### src/rtl/idelay_cal_pkg.sv
// Shared types and constants for the IDELAYE3 tap calibrator.
//   cal_state_t : calibration FSM states
//   tap_w(n)    : bits needed to hold a tap index 0..n
//   DEF_*       : default parameter values
package idelay_cal_pkg;

    localparam int unsigned DEF_NUM_TAPS        = 6;
    localparam int unsigned DEF_SETTLE_CYCLES   = 4;
    localparam int unsigned DEF_SAMPLES_PER_TAP = 16;

    typedef enum logic [3:0] {
        ST_IDLE,
        ST_DRST,
        ST_SETTLE,
        ST_SAMPLE,
        ST_EVAL,
        ST_STEP,
        ST_RETURN,
        ST_GAP,
        ST_DONE,
        ST_FAIL
    } cal_state_t;

    function automatic int unsigned tap_w(input int unsigned n);
        return $clog2(n + 1);
    endfunction

endpackage

### src/rtl/cal_window_tracker.sv
// Tracks the longest run of consecutive passing taps (earlier run wins ties).
// Ports:
//   CLK, RST        clock, async active-high reset
//   clr             clear all run/best state
//   upd             grade tap 'tap' with result 'pass'
//   centre          floor centre of the best window (registered)
//   best_len        length of the best window, 0 if none (registered)
module cal_window_tracker
    import idelay_cal_pkg::*;
#(
    parameter  int unsigned NUM_TAPS = DEF_NUM_TAPS,
    localparam int unsigned TAP_W    = tap_w(NUM_TAPS)
) (
    input  logic             CLK,
    input  logic             RST,
    input  logic             clr,
    input  logic             upd,
    input  logic             pass,
    input  logic [TAP_W-1:0] tap,
    output logic [TAP_W-1:0] centre,
    output logic [TAP_W:0]   best_len
);

    logic [TAP_W-1:0] run_start_q, run_start_d;
    logic [TAP_W:0]   run_len_q,   run_len_d;
    logic [TAP_W-1:0] best_start_q, best_start_d;
    logic [TAP_W:0]   best_len_q,   best_len_d;
    logic [TAP_W-1:0] centre_q,     centre_d;

    // Extend or break the current run; promote it only when strictly longer.
    always_comb begin
        run_start_d  = run_start_q;
        run_len_d    = run_len_q;
        best_start_d = best_start_q;
        best_len_d   = best_len_q;
        centre_d     = centre_q;
        if (clr) begin
            run_start_d  = '0;
            run_len_d    = '0;
            best_start_d = '0;
            best_len_d   = '0;
            centre_d     = '0;
        end else if (upd) begin
            if (pass) begin
                run_len_d   = run_len_q + (TAP_W+1)'(1);
                run_start_d = (run_len_q == '0) ? tap : run_start_q;
                if (run_len_d > best_len_q) begin
                    best_start_d = run_start_d;
                    best_len_d   = run_len_d;
                    centre_d     = run_start_d + TAP_W'((run_len_d - (TAP_W+1)'(1)) >> 1);
                end
            end else begin
                run_len_d = '0;
            end
        end
    end

    always_ff @(posedge CLK or posedge RST) begin
        if (RST) begin
            run_start_q  <= '0;
            run_len_q    <= '0;
            best_start_q <= '0;
            best_len_q   <= '0;
            centre_q     <= '0;
        end else begin
            run_start_q  <= run_start_d;
            run_len_q    <= run_len_d;
            best_start_q <= best_start_d;
            best_len_q   <= best_len_d;
            centre_q     <= centre_d;
        end
    end

    assign centre   = centre_q;
    assign best_len = best_len_q;

endmodule

### src/rtl/idelay_tap_calibrator.sv
// Sweeps an IDELAYE3 across taps 0..NUM_TAPS, grades each tap from SAMPLE_OK beats,
// then steps back to the centre of the longest passing window.
// Ports:
//   CLK, RST                 clock, async active-high reset
//   START                    begin calibration (ignored while BUSY)
//   SAMPLE_VALID, SAMPLE_OK  compare result stream from link training
//   DLY_RST/CE/INC/EN_VTC    IDELAYE3 control pins
//   BUSY, DONE, FAIL         status levels
//   TAP_OUT, WIN_LEN         shadow tap and chosen window length
//   PASS_MAP                 per-tap pass bitmap (only when IDELAY_CAL_MAP_EN is defined)
module idelay_tap_calibrator
    import idelay_cal_pkg::*;
#(
    parameter  int unsigned NUM_TAPS        = DEF_NUM_TAPS,
    parameter  int unsigned SETTLE_CYCLES   = DEF_SETTLE_CYCLES,
    parameter  int unsigned SAMPLES_PER_TAP = DEF_SAMPLES_PER_TAP,
    localparam int unsigned TAP_W           = tap_w(NUM_TAPS)
) (
    input  logic             CLK,
    input  logic             RST,
    input  logic             START,
    input  logic             SAMPLE_VALID,
    input  logic             SAMPLE_OK,
    output logic             DLY_RST,
    output logic             DLY_CE,
    output logic             DLY_INC,
    output logic             DLY_EN_VTC,
    output logic             BUSY,
    output logic             DONE,
    output logic             FAIL,
    output logic [TAP_W-1:0] TAP_OUT,
    output logic [TAP_W:0]   WIN_LEN
`ifdef IDELAY_CAL_MAP_EN
    ,
    output logic [NUM_TAPS:0] PASS_MAP
`endif
);

    localparam int unsigned CNT_MAX = (SETTLE_CYCLES > SAMPLES_PER_TAP) ? SETTLE_CYCLES : SAMPLES_PER_TAP;
    localparam int unsigned CNT_W   = tap_w(CNT_MAX);

    cal_state_t       state_q, state_d;
    logic [CNT_W-1:0] cnt_q, cnt_d;
    logic             ok_q, ok_d;
    logic             dly_rst_q, dly_rst_d;
    logic             dly_ce_q, dly_ce_d;
    logic             dly_inc_q, dly_inc_d;
    logic             dly_en_vtc_q, dly_en_vtc_d;
    logic             busy_q, busy_d;
    logic             done_q, done_d;
    logic             fail_q, fail_d;
    logic [TAP_W-1:0] tap_q, tap_d;
    logic [TAP_W:0]   win_len_q, win_len_d;
    logic             trk_clr, trk_upd;
    logic [TAP_W-1:0] centre;
    logic [TAP_W:0]   best_len;
`ifdef IDELAY_CAL_MAP_EN
    logic [NUM_TAPS:0] pass_map_q, pass_map_d;
`endif

    cal_window_tracker #(.NUM_TAPS(NUM_TAPS)) u_tracker (
        .CLK      (CLK),
        .RST      (RST),
        .clr      (trk_clr),
        .upd      (trk_upd),
        .pass     (ok_q),
        .tap      (tap_q),
        .centre   (centre),
        .best_len (best_len)
    );

    // Next-state and registered-output logic; outputs are set on entry to each state.
    always_comb begin
        state_d      = state_q;
        cnt_d        = cnt_q;
        ok_d         = ok_q;
        dly_rst_d    = 1'b0;
        dly_ce_d     = 1'b0;
        dly_inc_d    = 1'b0;
        dly_en_vtc_d = dly_en_vtc_q;
        busy_d       = busy_q;
        done_d       = done_q;
        fail_d       = fail_q;
        tap_d        = tap_q;
        win_len_d    = win_len_q;
        trk_clr      = 1'b0;
        trk_upd      = 1'b0;
`ifdef IDELAY_CAL_MAP_EN
        pass_map_d   = pass_map_q;
`endif
        case (state_q)
            ST_IDLE, ST_DONE, ST_FAIL: begin
                if (START) begin
                    state_d      = ST_DRST;
                    dly_rst_d    = 1'b1;
                    dly_en_vtc_d = 1'b0;
                    busy_d       = 1'b1;
                    done_d       = 1'b0;
                    fail_d       = 1'b0;
                    tap_d        = '0;
                    win_len_d    = '0;
                end
            end
            ST_DRST: begin
                trk_clr = 1'b1;
`ifdef IDELAY_CAL_MAP_EN
                pass_map_d = '0;
`endif
                cnt_d   = '0;
                state_d = ST_SETTLE;
            end
            ST_SETTLE: begin
                if (cnt_q == CNT_W'(SETTLE_CYCLES - 1)) begin
                    cnt_d   = '0;
                    ok_d    = 1'b1;
                    state_d = ST_SAMPLE;
                end else begin
                    cnt_d = cnt_q + CNT_W'(1);
                end
            end
            ST_SAMPLE: begin
                if (SAMPLE_VALID) begin
                    ok_d = ok_q & SAMPLE_OK;
                    if (cnt_q == CNT_W'(SAMPLES_PER_TAP - 1)) begin
                        cnt_d   = '0;
                        state_d = ST_EVAL;
                    end else begin
                        cnt_d = cnt_q + CNT_W'(1);
                    end
                end
            end
            ST_EVAL: begin
                trk_upd = 1'b1;
`ifdef IDELAY_CAL_MAP_EN
                pass_map_d[tap_q] = ok_q;
`endif
                if (tap_q == TAP_W'(NUM_TAPS)) begin
                    state_d = ST_RETURN;
                end else begin
                    state_d   = ST_STEP;
                    dly_ce_d  = 1'b1;
                    dly_inc_d = 1'b1;
                    tap_d     = tap_q + TAP_W'(1);
                end
            end
            ST_STEP: state_d = ST_SETTLE;
            ST_RETURN: begin
                if (best_len == '0) begin
                    state_d      = ST_FAIL;
                    dly_rst_d    = 1'b1;
                    dly_en_vtc_d = 1'b1;
                    busy_d       = 1'b0;
                    fail_d       = 1'b1;
                    tap_d        = '0;
                    win_len_d    = '0;
                end else if (tap_q > centre) begin
                    state_d  = ST_GAP;
                    dly_ce_d = 1'b1;
                    tap_d    = tap_q - TAP_W'(1);
                end else begin
                    state_d      = ST_DONE;
                    dly_en_vtc_d = 1'b1;
                    busy_d       = 1'b0;
                    done_d       = 1'b1;
                    win_len_d    = best_len;
                end
            end
            ST_GAP:  state_d = ST_RETURN;
            default: state_d = ST_IDLE;
        endcase
    end

    always_ff @(posedge CLK or posedge RST) begin
        if (RST) begin
            state_q      <= ST_IDLE;
            cnt_q        <= '0;
            ok_q         <= 1'b0;
            dly_rst_q    <= 1'b1;
            dly_ce_q     <= 1'b0;
            dly_inc_q    <= 1'b0;
            dly_en_vtc_q <= 1'b1;
            busy_q       <= 1'b0;
            done_q       <= 1'b0;
            fail_q       <= 1'b0;
            tap_q        <= '0;
            win_len_q    <= '0;
`ifdef IDELAY_CAL_MAP_EN
            pass_map_q   <= '0;
`endif
        end else begin
            state_q      <= state_d;
            cnt_q        <= cnt_d;
            ok_q         <= ok_d;
            dly_rst_q    <= dly_rst_d;
            dly_ce_q     <= dly_ce_d;
            dly_inc_q    <= dly_inc_d;
            dly_en_vtc_q <= dly_en_vtc_d;
            busy_q       <= busy_d;
            done_q       <= done_d;
            fail_q       <= fail_d;
            tap_q        <= tap_d;
            win_len_q    <= win_len_d;
`ifdef IDELAY_CAL_MAP_EN
            pass_map_q   <= pass_map_d;
`endif
        end
    end

    assign DLY_RST    = dly_rst_q;
    assign DLY_CE     = dly_ce_q;
    assign DLY_INC    = dly_inc_q;
    assign DLY_EN_VTC = dly_en_vtc_q;
    assign BUSY       = busy_q;
    assign DONE       = done_q;
    assign FAIL       = fail_q;
    assign TAP_OUT    = tap_q;
    assign WIN_LEN    = win_len_q;
`ifdef IDELAY_CAL_MAP_EN
    assign PASS_MAP   = pass_map_q;
`endif

endmodule

### config.mk
export PLATFORM = sky130hd
export DESIGN_NAME = idelay_tap_calibrator
export DESIGN_NICKNAME = d
export VERILOG_FILES = /design/src/rtl/idelay_cal_pkg.sv /design/src/rtl/cal_window_tracker.sv /design/src/rtl/idelay_tap_calibrator.sv
export SDC_FILE = /design/constraint.sdc
export NUM_CORES = 1
export LEC_CHECK = 0
export ABC_AREA = 0
export BUFFER_PORTS_ARGS = -buffer_cell sky130_fd_sc_hd__buf_2
export CORE_ASPECT_RATIO = 0.75
export CORE_MARGIN = 2
export CORE_UTILIZATION = 60
export CTS_BUF_LIST = sky130_fd_sc_hd__clkbuf_4
export DETAILED_ROUTE_END_ITERATION = 16
export GPL_TIMING_DRIVEN = 0
export HOLD_SLACK_MARGIN = 0.12
export PLACE_DENSITY = 0.78
export SETUP_SLACK_MARGIN = 0.1
export SYNTH_ARGS = -nofsm -noshare
export SYNTH_HDL_FRONTEND = slang
export SYNTH_SLANG_ARGS = --single-unit
### constraint.sdc
create_clock -name CLK -period 2.95 [get_ports CLK]
set_clock_uncertainty 0.15 [all_clocks]
set_input_delay 0.4425 -clock CLK [delete_from_list [all_inputs] [get_ports CLK]]
set_output_delay 0.4425 -clock CLK [all_outputs]
set_load 0.05 [all_outputs]
==> flow_summary.toml <==
[clock_network]
cts.path.max_buffers = 2
htreeDepth = 2
clock_latency_ps = 340
cts.sinks = 38
cts_tree = "done"
cts_made_buffers = 5
root_buffer = "clkbuf_4"
clkTransAtPathRegs_ps = 120

[final_layout]
layout-drive-gt1-share_pct = 18.0
syn_to_final_growth_pct = 10.0
fin_cells = 313
layout_commonest_cell = "dfrtp_1"
n_fill_cell = 306
mostFrequentLayoutCells = "dfrtp_1 (36), nand2_1 (23), buf_2 (20)"
nets = 282
diodes = 0

[placement]
hpwlAfterDp_um = 3570
placed_cells = 304
portBuffers = 18
gp_congestion = 0.856

[synthesis]
ys_dominant_reg_cell = "dfrtp_1"
synth.top_cell.area_share_pct = 39.2
syn_area_per_cell_sq_um = 9.82
ys_async_sr_fraction_pct = 100
synth_top_area_cell = "dfrtp_1"
seq_area_frac_synth_pct = 41.5
ys.warnings.count = 0
synth-edff-count = 0
synth_cell_type_count = 56
synth_fp_nets = 256
ys_ff_latch = 38
syn_inst = 234
synth_area_leaders = "dfrtp_1 (39%), ha_1 (8.7%), mux2i_1 (3.9%)"
synth_area_sq_um = 2300

[route]
drc = 0
wire_per_inst_um = 15.6
drt-initial-drc-count = 143
postRouteAntennaNets = 0
firstDrtPassIters = 4
vias = 1840
routed_wl_um = 4880
post_drt_via_cell_ratio = 5.88

[sta]
tns_ps = 0
setup_viol = 0
grt_setup_unrepaired = "no"
hold_violations = 0
tightest_slew_ps = 1020
maxSlewHeadroom_pct = 31.8
period_minus_slack_ps = 2690
fmax_mhz = 372
finalCritPeriodShare_pct = 91.2
slew_violations = 0

[worst_setup_path]
reg2reg_depth = 7
critPathCaptureType = "register"
crit_arrival_ps = 2770
critPathMaxFanout = 8
start_kind = "register"
crit_type = "reg2reg"
cp_data_required_time_ps = 3030

[global_routing]
grtUsageTotal_pct = 25.2
grt_pass1_vias = 1675
grt_antenna_before_repair = 0
overflow = 0
grt_pass1_wl_um = 8250
grt_max_degree = 39

[floorplanning]
die_w_um = 75.5
core.rowCount = 19
initial_core_util_pct = 62.7
die_area_sq_um = 4340
die_h_um = 57.6
ios = 19
coreArea_sq_um = 3660

[power_and_ir_drop]
p_per_area_nw_per_um2 = 726
power_leakage_uw = 0.00118
peakVddDrop_uv = 493

[min_path]
hp-class = "in2reg"
hold_depth = 3

[flow_run]
cap_violations = 0

[status]
status = "completed"
## sequential cells by signal, indices dropped and copies added, names as in the netlist
signal,flops
DLY_CE,1
u_tracker.centre,3
TAP_OUT,3
WIN_LEN,4
DLY_INC,1
u_tracker.run_start_q,3
DONE,1
ok_q,1
FAIL,1
u_tracker.run_len_q,4
DLY_EN_VTC,1
u_tracker.best_len,4
BUSY,1
state_q,4
cnt_q,5
DLY_RST,1
## power by group
group	switching, uW	internal (uW)
Sequential	103	609
Clock	166	123
Combinational	567	267
## critical path, stage by stage (launching register included)
cell and delay [ps]:
dfrtp_1 490, inv_1 120, ha_1 210, nor2b_1 130, o21ai_0 120, a32oi_1 790
a2111oi_4 240, a22o_1 310
## stage by stage
step           worst slack (ps)  utilization [%]  hold slack, ps  power [uW]  instance area [sq um]
6_report                    258             69.0             205        1840                   2530
5_1_grt                     153             69.0             209        1970                   2530
4_1_cts                     297             69.0             200        1840                   2530
3_5_place_dp               97.9             67.0             326        1540                   2450
3_3_place_gp                148             67.0             317        1530                   2450
2_1_floorplan               393                -             312        1350                   2300
## Yosys cell counts (3+ instances only)
library cell,instances
a22o_1,5
nor2b_1,3
inv_1,20
nand3_1,14
and2_1,4
xnor2_1,5
o21ai_0,15
nand2_1,23
o211ai_1,3
mux2i_1,9
a21oi_1,5
ha_1,16
nor2_1,16
dfrtp_1,36
nor3_1,4
## cells by family after synthesis
group | count (synthesis) | share of synthesized area (%)
fa+ha+maj | 17 | 9.59
buf+inv | 26 | 4.47
xor+xnor | 7 | 2.67
mux | 11 | 4.90
flops | 38 | 41.5
simple gates | 79 | 18.7
compound gates | 56 | 18.1
## layer usage
metal / GRT usage (%) / vias up / wire length, um
li1: - / 890 / -
met1: 40.0 / 878 / 2340
met2: 34.4 / 66 / 2130
met3: 6.36 / 6 / 348
met4: 6.02 / 0 / 61
met5: 0 / - / 0
## worst paths after layout
kind                            startpoint                   to  slack (ps)
worst max-delay path            TAP_OUT[0]           WIN_LEN[1]         260
worst min-delay path             SAMPLE_OK                 ok_q         210
worst max register to register  TAP_OUT[0]           WIN_LEN[1]         260
worst min register to register  DLY_EN_VTC           DLY_EN_VTC         340
max in group asynchronous              RST           WIN_LEN[3]        1520
min in group asynchronous              RST  u_tracker.centre[0]         630
## area by class of cell
type / instances / area [sq um] / area share [%]
inverters: 22 / 85.1 / 3.37
repair buffers: 19 / 100 / 3.96
well taps: 52 / 65.1 / 2.57
multi-input cells: 170 / 1250 / 49.3
clock buffers: 8 / 60.1 / 2.38
flip-flops and latches: 38 / 953 / 37.7
plain buffers: 4 / 17.5 / 0.693
## what timing repair did
action / 4_1_cts / 5_1_grt
buffers inserted: 0 / 0
hold buffers: 1 / 0
gates resized for setup: 1 / 0
hold endpoints to repair: 36 / 0
setup endpoints to repair: 1 / 0
(Power assumes the default switching activity.)
